--- src/rtl/acc_activation_packer.sv ---
// Requantizes accumulator partial sums (round, shift, optional ReLU, saturate)
// and packs SIZE activations per output word under a valid/ready handshake.
module acc_activation_packer #(
  parameter int unsigned SIZE              = 8,
  parameter int unsigned PARTIAL_SUM_WIDTH = 45,
  parameter int unsigned OUT_WIDTH         = 8
) (
  input  logic                                clk,
  input  logic                                rst,
  input  logic                                start,
  input  logic [3:0]                          num_rows,
  input  logic [5:0]                          shift,
  input  logic                                relu_en,
  input  logic                                psum_valid,
  input  logic signed [PARTIAL_SUM_WIDTH-1:0] psum_in,
  output logic                                psum_ready,
  output logic                                out_valid,
  input  logic                                out_ready,
  output logic [SIZE*OUT_WIDTH-1:0]           out_data,
  output logic                                busy,
  output logic                                done
);

  localparam int unsigned EW = PARTIAL_SUM_WIDTH + 1;
  localparam int unsigned CW = (SIZE > 1) ? $clog2(SIZE) : 1;
  localparam int unsigned DW = SIZE * OUT_WIDTH;
  localparam logic [CW-1:0] LAST_ELEM = CW'(SIZE - 1);
  localparam logic signed [EW-1:0] SAT_MAX =
    {{(EW-OUT_WIDTH+1){1'b0}}, {(OUT_WIDTH-1){1'b1}}};
  localparam logic signed [EW-1:0] SAT_MIN =
    {{(EW-OUT_WIDTH+1){1'b1}}, {(OUT_WIDTH-1){1'b0}}};

  typedef enum logic [1:0] {
    IDLE,
    COLLECT,
    OUTPUT
  } state_t;

  state_t                 r_state;
  state_t                 w_state_nxt;
  logic [3:0]             r_rows;
  logic [5:0]             r_shift;
  logic                   r_relu;
  logic [CW-1:0]          r_elem_cnt;
  logic [3:0]             r_row_cnt;
  logic [OUT_WIDTH-1:0]   r_slot [SIZE];
  logic [DW-1:0]          r_out_data;
  logic                   r_psum_ready;
  logic                   r_out_valid;
  logic                   r_busy;
  logic                   r_done;

  logic                   w_accept;
  logic                   w_hs;
  logic                   w_last_elem;
  logic                   w_last_row;
  logic signed [EW-1:0]   w_ext;
  logic signed [EW-1:0]   w_rnd;
  logic signed [EW-1:0]   w_sum;
  logic signed [EW-1:0]   w_shr;
  logic signed [EW-1:0]   w_act;
  logic [OUT_WIDTH-1:0]   w_q;
  logic [DW-1:0]          w_word;

  assign w_accept    = r_psum_ready & psum_valid;
  assign w_hs        = r_out_valid & out_ready;
  assign w_last_elem = (r_elem_cnt == LAST_ELEM);
  // num_rows of 0 encodes 16 rows, so rows-1 wraps naturally to 4'hF
  assign w_last_row  = (r_row_cnt == (r_rows - 4'd1));

  // State register
  always_ff @(posedge clk) begin
    if (rst) r_state <= IDLE;
    else     r_state <= w_state_nxt;
  end

  // Next-state logic
  always_comb begin
    w_state_nxt = r_state;
    case (r_state)
      IDLE:    if (start) w_state_nxt = COLLECT;
      COLLECT: if (w_accept && w_last_elem) w_state_nxt = OUTPUT;
      OUTPUT:  if (w_hs) w_state_nxt = w_last_row ? IDLE : COLLECT;
      default: w_state_nxt = IDLE;
    endcase
  end

  // Requantization: round half up, arithmetic shift, optional ReLU, saturate
  always_comb begin
    w_ext = EW'(psum_in);
    w_rnd = '0;
    if (r_shift != 6'd0) w_rnd = EW'(1) << (r_shift - 6'd1);
    w_sum = w_ext + w_rnd;
    w_shr = w_sum >>> r_shift;
    w_act = (r_relu && w_shr[EW-1]) ? '0 : w_shr;
    if (w_act > SAT_MAX)      w_q = SAT_MAX[OUT_WIDTH-1:0];
    else if (w_act < SAT_MIN) w_q = SAT_MIN[OUT_WIDTH-1:0];
    else                      w_q = w_act[OUT_WIDTH-1:0];
  end

  // Completed word: stored slots with the element being accepted merged in
  always_comb begin
    w_word = '0;
    for (int unsigned i = 0; i < SIZE; i++) begin
      w_word[i*OUT_WIDTH +: OUT_WIDTH] = (CW'(i) == r_elem_cnt) ? w_q : r_slot[i];
    end
  end

  // Datapath, counters and registered status flags
  always_ff @(posedge clk) begin
    if (rst) begin
      r_rows       <= '0;
      r_shift      <= '0;
      r_relu       <= 1'b0;
      r_elem_cnt   <= '0;
      r_row_cnt    <= '0;
      r_out_data   <= '0;
      r_psum_ready <= 1'b0;
      r_out_valid  <= 1'b0;
      r_busy       <= 1'b0;
      r_done       <= 1'b0;
      for (int unsigned i = 0; i < SIZE; i++) r_slot[i] <= '0;
    end else begin
      r_psum_ready <= (w_state_nxt == COLLECT);
      r_out_valid  <= (w_state_nxt == OUTPUT);
      r_busy       <= (w_state_nxt != IDLE);
      r_done       <= (r_state == OUTPUT) && w_hs && w_last_row;
      if (r_state == IDLE && start) begin
        r_rows     <= num_rows;
        r_shift    <= shift;
        r_relu     <= relu_en;
        r_elem_cnt <= '0;
        r_row_cnt  <= '0;
      end
      if (w_accept) begin
        r_slot[r_elem_cnt] <= w_q;
        r_elem_cnt         <= w_last_elem ? '0 : r_elem_cnt + CW'(1);
        if (w_last_elem) r_out_data <= w_word;
      end
      if (w_hs && !w_last_row) r_row_cnt <= r_row_cnt + 4'd1;
    end
  end

  assign psum_ready = r_psum_ready;
  assign out_valid  = r_out_valid;
  assign out_data   = r_out_data;
  assign busy       = r_busy;
  assign done       = r_done;

endmodule

--- config.mk ---
export PLATFORM = sky130hd
export DESIGN_NAME = acc_activation_packer
export DESIGN_NICKNAME = d
export VERILOG_FILES = /design/src/rtl/acc_activation_packer.sv
export SDC_FILE = /design/constraint.sdc
export NUM_CORES = 1
export LEC_CHECK = 0
export ABC_AREA = 1
export ABC_CLOCK_PERIOD_IN_PS = 15200
export CAP_MARGIN = 20
export CELL_PAD_IN_SITES_DETAIL_PLACEMENT = 1
export CELL_PAD_IN_SITES_GLOBAL_PLACEMENT = 1
export CORE_MARGIN = 5
export CORE_UTILIZATION = 44
export DETAILED_ROUTE_END_ITERATION = 8
export GPL_ROUTABILITY_DRIVEN = 1
export GPL_TIMING_DRIVEN = 0
export PLACE_DENSITY_LB_ADDON = 0.08
export SETUP_SLACK_MARGIN = 0.02
export SYNTH_ARGS = -nofsm -noshare
export SYNTH_HDL_FRONTEND = slang
export SYNTH_SLANG_ARGS = --single-unit
--- constraint.sdc ---
create_clock -name clk -period 15.2 [get_ports clk]
set_input_delay 3.04 -clock clk [delete_from_list [all_inputs] [get_ports clk]]
set_output_delay 3.04 -clock clk [all_outputs]
set_load 0.02 [all_outputs]
; Yosys cells after proc, flatten, opt, wreduce, memory -nomap -nowiden
; Memories as Yosys holds them, arrays and structs flattened. A register that Yosys moved wholly into a read port is not among the register bits.
; Index checks and enable logic that the tools add are counted.
; W data, S select, Z words.
[totals]
reg_bits = 24
ram_bits = 64
input_bits = 61
output_inout_bits = 68
elab_cells = 64
n_memories = 1
[op_classes]
n_addsub = 5
order_cmp = 2
eq_ne = 6
shift = 2
muxes = 22
n_bitwise = 2
reduce_logical = 14
[mem_list]
columns = name, depth, word_bits, rd, rd_ports_with_merged_regs, wr, line
row1 = r_slot, 8, 8, 8, 8, 8, 46  ; logic [OUT_WIDTH-1:0] r_slot [SIZE];
[op_table]
columns = cell, count
row1 = $mux W46, 2
row2 = $add A45 B46 Y46, 1
row3 = $gt A46 B8 Y1 const B, 1
row4 = $lt A46 B8 Y1 const B, 1
row5 = $shl A1 B6 Y46 const A, 1
row6 = $sshr A46 B6 Y46, 1
row7 = $mux W8, 3
row8 = $mux W3, 4
row9 = $mux W4, 2
row10 = $reduce_or A8 Y1, 1
row11 = $mux W1, 7
row12 = $logic_and A1 B1 Y1, 6
row13 = $mux W2, 3
row14 = $pmux W2 S3, 1
row15 = $reduce_bool A2 Y1, 3
row16 = $reduce_bool A6 Y1, 1
row17 = $sub A6 B1 Y6 const B, 1
row18 = $add A4 B1 Y4 const B, 1
row19 = $eq A2 B1 Y1 const B, 2
row20 = $eq A2 B2 Y1 const B, 2
row21 = $eq A4 B4 Y1, 1
row22 = $sub A4 B1 Y4 const B, 1
row23 = $add A3 B1 Y3 const B, 1
row24 = $eq A3 B3 Y1 const B, 1
row25 = other kinds (4), 5

; Depth between registers and ports, before layout
[depth]
depth_word = 11
ltp_mapped = 48
depth_no_buf = 44

; Worst setup path before layout
; No wires, ideal clock.
[synth_path]
path_type = input-to-reg
from = input port psum_in[0]
to = memory r_slot[0][4], data pin
setup_time_ns = 0.261
t_arrival_ns = 5.902
required_ns = 14.939
setup_slack_ns = 9.036
cell_stages = 28
n_path_buf = 1
cell_sequence = ha_1 fa_1 nand3_1 nand3_1 nand2_1 nand2_1 nand2_1 nand3_1 nand2_1 nand2_1 nand2_1 nand3_1 nand3_1 nand3_1 nand3_1 nand2_1 nor2_1 nor2_1 or2_1 nor2_1 nand2_1 nor2_2 nand3_2 nand2_4 buf_12 nand2_4 inv_4 nor2_1
[synth_lines]
columns = element, line
row1 = "start, declared", 15  ; input logic signed [PARTIAL_SUM_WIDTH-1:0] psum_in,
row2 = "end, declared", 46

==> reports/results.ini <==
[status]
status = completed

[setup_path]
crit_path_max_incr_delay_ns = 0.58
required_ns = 15.46
r2r_slack_ns = 7.02
worst_r2r_path_depth = 42
crit_slowest_cell = clkbuf_1
crit_path_end_kind = register
timing.rr.end = r_slot[1][5]
start_kind = register
critPathKind = register to register
arrival_ns = 8.44
path_common_cell = nand2_1
timing.rr.start = r_shift[0]
critPathMaxFanout = 10

[cells_and_area]
area_growth_pct = 17.3
nNetsFinal = 2586
antenna_cells = 0
multi_input_area_sq_um = 8760
final_cell_count_no_fill = 2888
regArea_sq_um = 3680
drive_above_1_share_pct = 6.48
fillCellCount = 4342

[sta]
holdWs_ns = 0.474
setup-tns-final_ns = 0
rsz0062_at_grt = false
fmax_mhz = 122
worstMarginPinSlew_ns = 1.01
setup_ws_ns = 7.02
slew_viol_final = 0
setup_viol = 0
hold_viol = 0
max_slew_margin_pct = 32.9
post-route-period-util_pct = 53.8
final.min_clock_period_ns = 8.18
finalClockSkew_ns = 0.0102

[synthesis]
syn-num-nets = 2439
syn_area_per_cell_sq_um = 5.97
synth_top_area_cell = nand2_1
ys_ff_latch = 152
yosys-top-cells-count = nand2_1, nand3_1, nor2_1
ys_types = 53
synth_flop_cell = dfxtp_1
synthesis.area_sq_um = 13900
synthArstFlopShare_pct = 0
synth_warnings = 0
yosysTopAreaCellShare_pct = 19.6
yosys-top-cells-area = nand2_1, nand3_1, edfxtp_1
syn-instance-count = 2326
synth_edf_count = 64
synth.most_common_cell = nand2_1
ys_seq_area_share_pct = 26.5

[clock_network]
cts_tree = yes
post_cts_buffers = 0
clockBufferDepth = 2
htree_num_levels = 4
root_buffer = clkbuf_16
cts_inserted_buffers = 17
cts_sinks = 152
cts_hold_buffers = 0
cts_resized = 0
insertion_delay_ns = 0.45
clk_pin_slew_ns = 0.08

[route]
vias_per_cell = 5.88
drt-pass1-iter-count = 6
drtIter0Drc = 1572
postRouteAntennaNets = 0
wl_per_cell_um = 22.8
drc_errors = 0
vias = 16985
wl_um = 66000

[power]
clkPwrFrac_pct = 33.9
combPwrFrac_pct = 33.2
leakage_nw = 7.63
ir_drop_v = 0.0000880
power_switching_share_pct = 40.2
p_sw_mw = 0.539
seqPwrFrac_pct = 32.9
finalPower_mw = 1.34
power.density_nw_per_um2 = 82.2
p_int_mw = 0.800

[worst_hold_path]
min_to = out_data[53]
hold_path_class = register to register
hp-start = out_data[53]
min_path_cells = 2

[job]
cap_violations = 0

[placed_design]
dp_cells = 2856
hpwl_um = 52000
gp_congestion = 0.990
port_buffers = 128
detailedPlace.worstSlack_ns = 7.44

[floorplanning]
ioPinCount = 129
die_area_sq_um = 35200
core_area_sq_um = 31400
die_w_um = 188
start_util_pct = 44.2
die_h_um = 188
placementRows = 65

[grt]
grt.total_usage_pct = 36.7
overflow = 0
grt_pass1_wl_um = 102000
antenna_found_initial = 2
grt_max_degree = 19
grt_pass1_vias = 17693

## how the worst max path moves through the flow
stage	cells after the start	slack [ns]	end	from
final	42	7.02	r_slot[1][5]	r_shift[0]
after global routing	42	6.60	r_slot[1][5]	r_shift[0]
after CTS	42	7.32	r_slot[1][5]	r_shift[0]
after detailed placement	28	7.44	r_slot[1][3]	psum_in[16]
after global placement	28	7.49	r_slot[1][3]	psum_in[18]
after floorplan	28	9.04	r_slot[0][4]	psum_in[0]
## cells in the final DEF, fill, tap and decap left out, types with 9 or more instances in the layout
cell type and n:
ha_1 51, nand4_1 20, edfxtp_1 64, a21oi_1 109
nor2_2 20, nor2_1 284, o21ai_0 31, nand2_2 14
clkbuf_16 17, clkdlybuf4s50_1 128, clkbuf_1 56, buf_1 18
dfxtp_1 88, inv_1 241, nand2_4 16, buf_2 10
a21oi_2 19, nand3_1 426, nand2_1 726, o21bai_1 9
inv_2 18
## through the flow
stage                     utilization, %  instance area, sq um
after global placement              49.9                 15700
after global routing                51.9                 16300
final                               51.9                 16300
after floorplan                        -                 13900
after CTS                           51.9                 16300
after detailed placement            49.9                 15700
## flip-flops by register name, summed over array words and instances (netlist names)
| signal | flops |
|---|---|
| busy | 1 |
| r_row_cnt | 4 |
| r_relu | 1 |
| r_state | 2 |
| out_data | 64 |
| r_slot | 64 |
| r_elem_cnt | 3 |
| r_rows | 4 |
| done | 1 |
| psum_ready | 1 |
| out_valid | 1 |
| r_shift | 6 |
## cell type report
type / count / share of cell area (%)
multi-input cells: 1810 / 53.7
flip-flops and latches: 152 / 22.6
repair buffers: 128 / 7.86
inverters: 273 / 6.41
well taps: 402 / 3.09
clock buffers: 17 / 2.61
plain buffers: 91 / 2.48
clock inverters: 15 / 1.20
## metal layers
layer	up-vias	wire (um)	track usage, %
met4	4	2570	13.3
met3	175	5030	5.77
met2	769	31000	62.5
met5	-	23	0
li1	7845	-	-
met1	8192	27300	47.2
## power by group through the flow
stage,Clock (mW),Combinational [mW],Sequential [mW]
2_1_floorplan,0,0.277,0.447
3_3_place_gp,0,0.419,0.448
3_5_place_dp,0,0.427,0.449
4_1_cts,0.454,0.432,0.440
5_1_grt,0.474,0.477,0.441
6_report,0.454,0.444,0.441
## cells by family after synthesis
logic type	count (synthesis)	synth area share, %
and+or+nand+nor	1543	48.7
buffers and inverters	364	10.4
AOI/OAI and AO/OA	197	8.32
DFF	152	26.5
adders and majority gates	52	4.74
xor gates and xnor gates	17	1.21
muxes	1	0.0721
## critical path, delay by kind of cell, from the launching register on
family | cells | cell delay [ns]
AOI/OAI and AO/OA | 1 | 0.43
and+or+nand+nor | 31 | 4.50
DFF | 1 | 0.37
adders and majority gates | 1 | 0.44
buffers and inverters | 9 | 2.25
(Power assumes the default switching activity.)
